File: config.mk
export PLATFORM = sky130hd
export DESIGN_NAME = mc_controller
export DESIGN_NICKNAME = d
export VERILOG_FILES = /design/src/rtl/mc_controller_pkg.sv /design/src/rtl/mc_controller.sv
export SDC_FILE = /design/constraint.sdc
export NUM_CORES = 1
export LEC_CHECK = 0
export BUFFER_PORTS_ARGS = -buffer_cell sky130_fd_sc_hd__clkbuf_2
export CAP_MARGIN = 40
export CORE_MARGIN = 2
export CORE_UTILIZATION = 45
export DETAILED_ROUTE_END_ITERATION = 8
export GPL_TIMING_DRIVEN = 0
export PLACE_DENSITY = 0.76
export SLEW_MARGIN = 30
export SYNTH_ARGS = -nofsm -noshare
export SYNTH_HDL_FRONTEND = slang
export SYNTH_SLANG_ARGS = --single-unit
File: constraint.sdc
create_clock -name clk -period 2.3 [get_ports clk]
set_input_delay 0.575 -clock clk [delete_from_list [all_inputs] [get_ports clk]]
set_output_delay 0.575 -clock clk [all_outputs]
set_load 0.05 [all_outputs]
File: src/rtl/mc_controller_pkg.sv
// Shared definitions for the multicycle MIPS-subset core: controller state,
// PC source select, opcode encoding and the legal-opcode check.
package mc_controller_pkg;

    typedef enum logic [2:0] {
        IDLE      = 3'd0,
        FETCH     = 3'd1,
        DECODE    = 3'd2,
        EXECUTE   = 3'd3,
        MEM       = 3'd4,
        WRITEBACK = 3'd5,
        HALTED    = 3'd6,
        ERROR     = 3'd7
    } ctrl_state_e;

    typedef enum logic [1:0] {
        PC_INC    = 2'd0,
        PC_BRANCH = 2'd1,
        PC_JUMP   = 2'd2
    } pc_sel_e;

    typedef enum logic [5:0] {
        OP_RTYPE = 6'h00,
        OP_J     = 6'h02,
        OP_BEQ   = 6'h04,
        OP_ADDI  = 6'h08,
        OP_LW    = 6'h23,
        OP_SW    = 6'h2B,
        OP_HALT  = 6'h3F
    } opcode_e;

    // True for every opcode the controller knows how to sequence.
    function automatic logic is_legal(opcode_e op);
        case (op)
            OP_RTYPE, OP_J, OP_BEQ, OP_ADDI,
            OP_LW, OP_SW, OP_HALT: return 1'b1;
            default:               return 1'b0;
        endcase
    endfunction

endpackage

File: src/rtl/mc_controller.sv
// Multicycle sequencing controller: steps each instruction through
// fetch / decode / execute / memory / writeback and drives the PC, IR,
// register-file write strobe and the shared memory port.
//
// state     | meaning
// ----------+---------------------------------------------------------
// IDLE      | waiting for start, all outputs quiet
// FETCH     | instruction read from memory at PC; IR/PC load on ready
// DECODE    | register-file read; opcode classified
// EXECUTE   | ALU cycle; branches and jumps resolve here
// MEM       | data load/store at ALU result address
// WRITEBACK | register-file write strobe for one cycle
// HALTED    | HALT retired; held until reset
// ERROR     | illegal opcode or memory timeout; held until reset
module mc_controller
    import mc_controller_pkg::*;
#(
    parameter int MEM_TIMEOUT = 16
) (
    input  logic        clk,
    input  logic        reset,
    input  logic        start,
    input  logic [31:0] instr,
    input  logic        zero,
    input  logic        mem_ready,
    output logic        ir_load,
    output logic        pc_en,
    output logic [1:0]  pc_sel,
    output logic        rf_write,
    output logic        mem_req,
    output logic        mem_we,
    output logic        mem_addr_sel,
    output logic        busy,
    output logic        error,
    output logic [2:0]  state_o,
    output logic [31:0] instr_count
);

    localparam int WW = $clog2(MEM_TIMEOUT);
    localparam logic [WW-1:0] WAIT_LAST = WW'(MEM_TIMEOUT - 1);

    ctrl_state_e   state_q, state_d;
    logic [WW-1:0] wait_q, wait_d;
    logic [31:0]   count_q, count_d;
    logic          retire;
    pc_sel_e       pc_sel_d;
    opcode_e       opcode;

    // Only the opcode field matters here; the rest of IR belongs to the datapath.
    logic unused_instr;
    assign unused_instr = ^instr[25:0];

    assign opcode = opcode_e'(instr[31:26]);

    // Next-state, wait-counter, retire and per-state control outputs.
    always_comb begin
        state_d      = state_q;
        wait_d       = wait_q;
        count_d      = count_q;
        retire       = 1'b0;
        ir_load      = 1'b0;
        pc_en        = 1'b0;
        pc_sel_d     = PC_INC;
        rf_write     = 1'b0;
        mem_req      = 1'b0;
        mem_we       = 1'b0;
        mem_addr_sel = 1'b0;

        case (state_q)
            IDLE: begin
                if (start) state_d = FETCH;
            end
            FETCH: begin
                mem_req = 1'b1;
                if (mem_ready) begin
                    ir_load = 1'b1;
                    pc_en   = 1'b1;
                    state_d = DECODE;
                end else if (wait_q == WAIT_LAST) begin
                    state_d = ERROR;
                end else begin
                    wait_d = wait_q + WW'(1);
                end
            end
            DECODE: begin
                if (opcode == OP_HALT) begin
                    retire  = 1'b1;
                    state_d = HALTED;
                end else if (!is_legal(opcode)) begin
                    state_d = ERROR;
                end else begin
                    state_d = EXECUTE;
                end
            end
            EXECUTE: begin
                case (opcode)
                    OP_BEQ: begin
                        pc_en    = zero;
                        pc_sel_d = PC_BRANCH;
                        retire   = 1'b1;
                        state_d  = FETCH;
                    end
                    OP_J: begin
                        pc_en    = 1'b1;
                        pc_sel_d = PC_JUMP;
                        retire   = 1'b1;
                        state_d  = FETCH;
                    end
                    OP_LW, OP_SW:      state_d = MEM;
                    OP_RTYPE, OP_ADDI: state_d = WRITEBACK;
                    // IR is held stable, so this only fires if it was corrupted.
                    default:           state_d = ERROR;
                endcase
            end
            MEM: begin
                mem_req      = 1'b1;
                mem_addr_sel = 1'b1;
                mem_we       = (opcode == OP_SW);
                if (mem_ready) begin
                    if (opcode == OP_SW) begin
                        retire  = 1'b1;
                        state_d = FETCH;
                    end else begin
                        state_d = WRITEBACK;
                    end
                end else if (wait_q == WAIT_LAST) begin
                    state_d = ERROR;
                end else begin
                    wait_d = wait_q + WW'(1);
                end
            end
            WRITEBACK: begin
                rf_write = 1'b1;
                retire   = 1'b1;
                state_d  = FETCH;
            end
            default: begin
                // HALTED and ERROR hold until reset.
                state_d = state_q;
            end
        endcase

        // Every state change clears the wait counter, so FETCH and MEM start at 0.
        if (state_d != state_q) wait_d = '0;
        if (retire) count_d = count_q + 32'd1;
    end

    // State, wait counter and retired-instruction counter registers.
    always_ff @(posedge clk) begin
        if (reset) begin
            state_q <= IDLE;
            wait_q  <= '0;
            count_q <= '0;
        end else begin
            state_q <= state_d;
            wait_q  <= wait_d;
            count_q <= count_d;
        end
    end

    assign pc_sel      = pc_sel_d;
    assign busy        = (state_q != IDLE) && (state_q != HALTED) && (state_q != ERROR);
    assign error       = (state_q == ERROR);
    assign state_o     = state_q;
    assign instr_count = count_q;

endmodule

# Yosys cells after proc, flatten, opt, wreduce, memory -nomap -nowiden
# Index checks and enable logic that the tools add are counted.
# word_totals
ff_bits,39
input_bits,37
wordCells,62
# op_classes
n_addsub,2
n_eq_ne,16
muxes,27
bitwise,2
reduce_logical,12
# op_table
op,count
"adder 32 x 1 -> 32 bit, second input constant",1
two-way mux 3 bit,7
"== test 6 bit, second input constant",3
one-hot mux 3 bit (6 select lines),1
two-way mux 1 bit,13
OR reduction 2 bit,5
"== test 3 bit, second input constant",3
one-hot mux 3 bit (3 select lines),1
OR reduction 7 bit,1
"== test 3 x 2 -> 1 bit, second input constant",2
"== test 6 x 2 -> 1 bit, second input constant",1
"== test 6 x 3 -> 1 bit, second input constant",1
"== test 6 x 4 -> 1 bit, second input constant",1
logical NOT 6 bit,1
"inequality test 3 bit, second input constant",2
"adder 4 x 1 -> 4 bit, second input constant",1
"== test 4 bit, second input constant",1
one-hot mux 1 bit (2 select lines),2
one-hot mux 1 bit (4 select lines),1
one-hot mux 2 bit (2 select lines),1
"== test 3 x 1 -> 1 bit, second input constant",1
logical NOT 3 bit,1
inequality test 3 bit,1
AND reduction 3 bit,1
other kinds (4),6

# Longest topological paths before layout
# depth
word_depth,10
depth_mapped,9
mapped_depth_nobuf,6

# Least setup slack after synthesis
# OpenSTA, ideal clock, no wires.
# synth_timing
path_kind,register to register
from,reg state_q[2] (netlist: state_o[2])
to,reg count_q[26] (netlist: instr_count[26])
setup_time_ns,0.132
t_arrival_ns,2.938
slack_ns,-0.770
path_stages_with_launch,10
n_path_buf,4
path_cell_list,dfxtp_1 buf_2 nor3b_2 a41oi_1 o311a_1 buf_6 buf_6 buf_2 o41ai_1 a21oi_1
# synth_between
elab_chain_cells,2
# synth_lines
item,line,source
"start, declared",mc_controller.sv:42,"ctrl_state_e state_q, state_d;"
"start signal, assigned",mc_controller.sv:155,state_q <= state_d;
== test 3 bit / == test 3 x 2 -> 1 bit (equally long branches),mc_controller.sv:69,case (state_q)
one-hot mux 1 bit (4 select lines) (*),mc_controller.sv:69,
"end signal, assigned",mc_controller.sv:157,count_q <= count_d;
"end, declared",mc_controller.sv:44,"logic [31:0] count_q, count_d;"
# Mark *: on every way between the ends. The rest lies on a longest branch, timed or not.
# A chain may end at the register's enable or synchronous reset.

# Final worst setup path
# layout_timing
from,reg state_q[2] (netlist: state_o[2])
to,out pc_en
# layout_between
elab_chain_cells,2
# layout_lines
item,line,source
== test 3 x 2 -> 1 bit / == test 3 x 1 -> 1 bit (equally long branches),mc_controller.sv:69,
one-hot mux 1 bit (2 select lines) (*),mc_controller.sv:69,
"end, declared",mc_controller.sv:27,"output logic pc_en,"
# Marked as above.

==> impl_results.md <==
- Slew Viols, Final: 0
- RePlAce Congestion: approximately 0.9
- Synth Area per Inst: just under 8 µm²
- MaxCap Viol Count: 0
- Clock Tree Root: clkbuf_8
- Share of layout cells above drive strength 1: between 20 and 30%
- Post-Route Skew: between 9 and 10 ps
- Pre-CTS setup slack: -409.2 ps
- Crit-path cells: buf_6 -> and3b_1 -> nand4_1 -> inv_2 -> a211o_2 -> buf_4
- EDFF count, synth: 0
- Pwr Total: 1972 µW
- Smallest setup slack after layout: 60.43 ps
- Hold crit path type: register to register
- Worst slew pin tran: ~700 ps
- Clock slew at reported path FFs: approximately 80 ps
- Largest net degree at the start of global routing: 12
- Initial Util: 46.45%
- Fin. Hold Viols: 0
- CP max FO: 10
- Core footprint: 5107 µm²
- Hpwl dp: 4.738 mm
- CP max stage delay: 350 ps
- Vias in the first global route: 2319
- Slowest cell on the critical path: dfxtp_4
- Peak supply drop: about 370 µV
- First-pass GRT wire length: around 11 mm
- Crit path to: pc_en
- Slew margin rel.: approximately 54%
- # diodes: 0
- CP endpoint kind: primary output
- Sequential share of the synthesized area: between 30% and 40%
- Element type at the critical path start: register
- WL/cell: between 15 and 20 µm
- Ys flop type: dfxtp_1
- CP arrival: ~1700 ps
- Status: complete, no violations
- Tot GR Track Use: between 20 and 25%
- Total gr overflow: 0
- FF-to-FF setup slack: 100 ps
- Syn Inst Count: between 200 and 300
- Final setup TNS: 0 ps
- Final setup viols: 0
- CTS tree: yes
- Synthesized cell area: 2372 µm²
- Top cells by count, synth: dfxtp_1, a21oi_1, o21ai_0, nand4_1
- Clock Latency Late Sink: around 290 ps
- Biggest area consumer among synthesized cells: dfxtp_1
- ANT nets after route: 0
- Final WL: 6.722 mm
- Reg2reg end: instr_count[27]
- Layout Nets: around 400
- R2R cell count: 9
- Fin crit period: roughly 2200 ps
- Reg2reg start: state_o[0]
- Initial antenna violation count: 0
- Worst Setup Path Type: register to primary output
- Via count: 2671
- P&R area growth vs syn: 25.37%
- Core Util, Final: about 58%
- Post-synth ARST share: 0%
- Netlist cell types: slightly below 50
- Leak pwr: about 0.0011 µW
- Initial DRC Count: 158
- P per Cell Area: ~660 nW/µm²
- Mapped Nets: roughly 340
- Hold Startpoint: instr_count[9]
- PortBufs: between 50 and 60
- Top cell type's share of synthesized area: about 33%
- Die area: a little under 6000 µm²
- Io pins: around 80
- Clock sink count: 39
- Htree depth: 2
- Yosys reg bits: 39
- Most numerous cell in the Yosys netlist: dfxtp_1
- Top cells by area, synth: dfxtp_1, a21oi_1, nand4_1, o21ai_0, o31ai_1
- Fin crit share: 97.37%
- DRC viols: 0
- CTS max path bufs: 2
- Row count: 26
- F_max: between 0.4 and 0.5 GHz
- Yosys Warn Count: 0
- CP required: about 1700 ps
- Critical Path Source: state_o[2]
- Vert. Die Dim: ~77 µm
- Pre-antenna DRT Iters: 5
- Average vias per placed instance: around 6.2
- CTS buffer count: 5
- Die width: roughly 77 µm
## power breakdown
part / switching [µW] / internal (µW)
combinational: 530 / 238
clock: 246 / 213
sequential: 35.8 / 708
## layout by cell type (no fill, tap or decap), types with 8 or more instances in the layout
cell type and count:
a21oi_1 35, and3_1 8, clkbuf_1 13, clkbuf_2 53, dfxtp_1 29, dfxtp_2 8, inv_1 9, nand2_1 14
nand3_1 12, nand4_1 15, nor2_1 13, o21ai_0 18, o31ai_1 10, or3_1 14, or4_1 12
## metal layers
layer	vias up	global-route usage (%)	wire, µm
met2	124	36.90	3204
met5	-	0	0
met1	1241	30.93	2950
met4	0	6.364	82
li1	1295	-	-
met3	11	3.791	484
## state kept, by name, summed over array words and instances (netlist names)
name and count:
wait_q 4, instr_count 32, state_o 3
## area by class of cell
type                       count  area, µm²
buffer                        20      125.1
inverter                      10      37.54
clock inverter                 1      5.005
multi-input combinational    228       1534
sequential                    39      798.3
fill                         498       2133
timing repair buffer          59      310.3
tap                           70      87.58
clock buffer                   7      76.32
## kinds of logic (layout without fill, tap and decap cells)
group                    count (synthesis)  count (layout)  share of synthesized area [%]
AND/OR/NAND/NOR                        126             126                          32.12
XOR/XNOR                                 3               3                          1.108
AO/OA/AOI/OAI                           92              92                          24.37
adder cells (fa/ha/maj)                  3               3                          1.477
buffers and inverters                   32              97                          6.224
flip-flops                              39              39                          32.91
multiplexers                             4               4                          1.793
## how the worst min path moves through the flow
stage | to | slack [ps] | cells past startpoint
after floorplan | wait_q[1] | 510 | 2
after global placement | instr_count[31] | 470 | 2
after detailed placement | instr_count[31] | 480 | 2
after CTS | instr_count[31] | 490 | 2
after global routing | instr_count[9] | 520 | 2
final | instr_count[9] | 490 | 2
## repair_timing
action / 4_1_cts / 5_1_grt
setup buffers: 2 / 3
resized for setup: 3 / 11
pin swaps: 1 / 1
hold buffers: 0 / 0
setup endpoints to repair: 9 / 22
## stage by stage
step / std cells / instance area (µm²) / hold slack [ps]
2_1_floorplan: 299 / 2445 / 514.0
3_3_place_gp: 423 / 2803 / 472.0
3_5_place_dp: 423 / 2803 / 478.5
4_1_cts: 433 / 2908 / 489.2
5_1_grt: 434 / 2974 / 515.1
6_report: 434 / 2974 / 490.2
## critical path, delay by kind of cell (launching register included)
kind / cells / cell delay, ps
flip-flops: 1 / 350
AO/OA/AOI/OAI: 1 / 320
buffers and inverters: 3 / 360
AND/OR/NAND/NOR: 2 / 350
No activity file was read; power rests on OpenSTA's default activity.
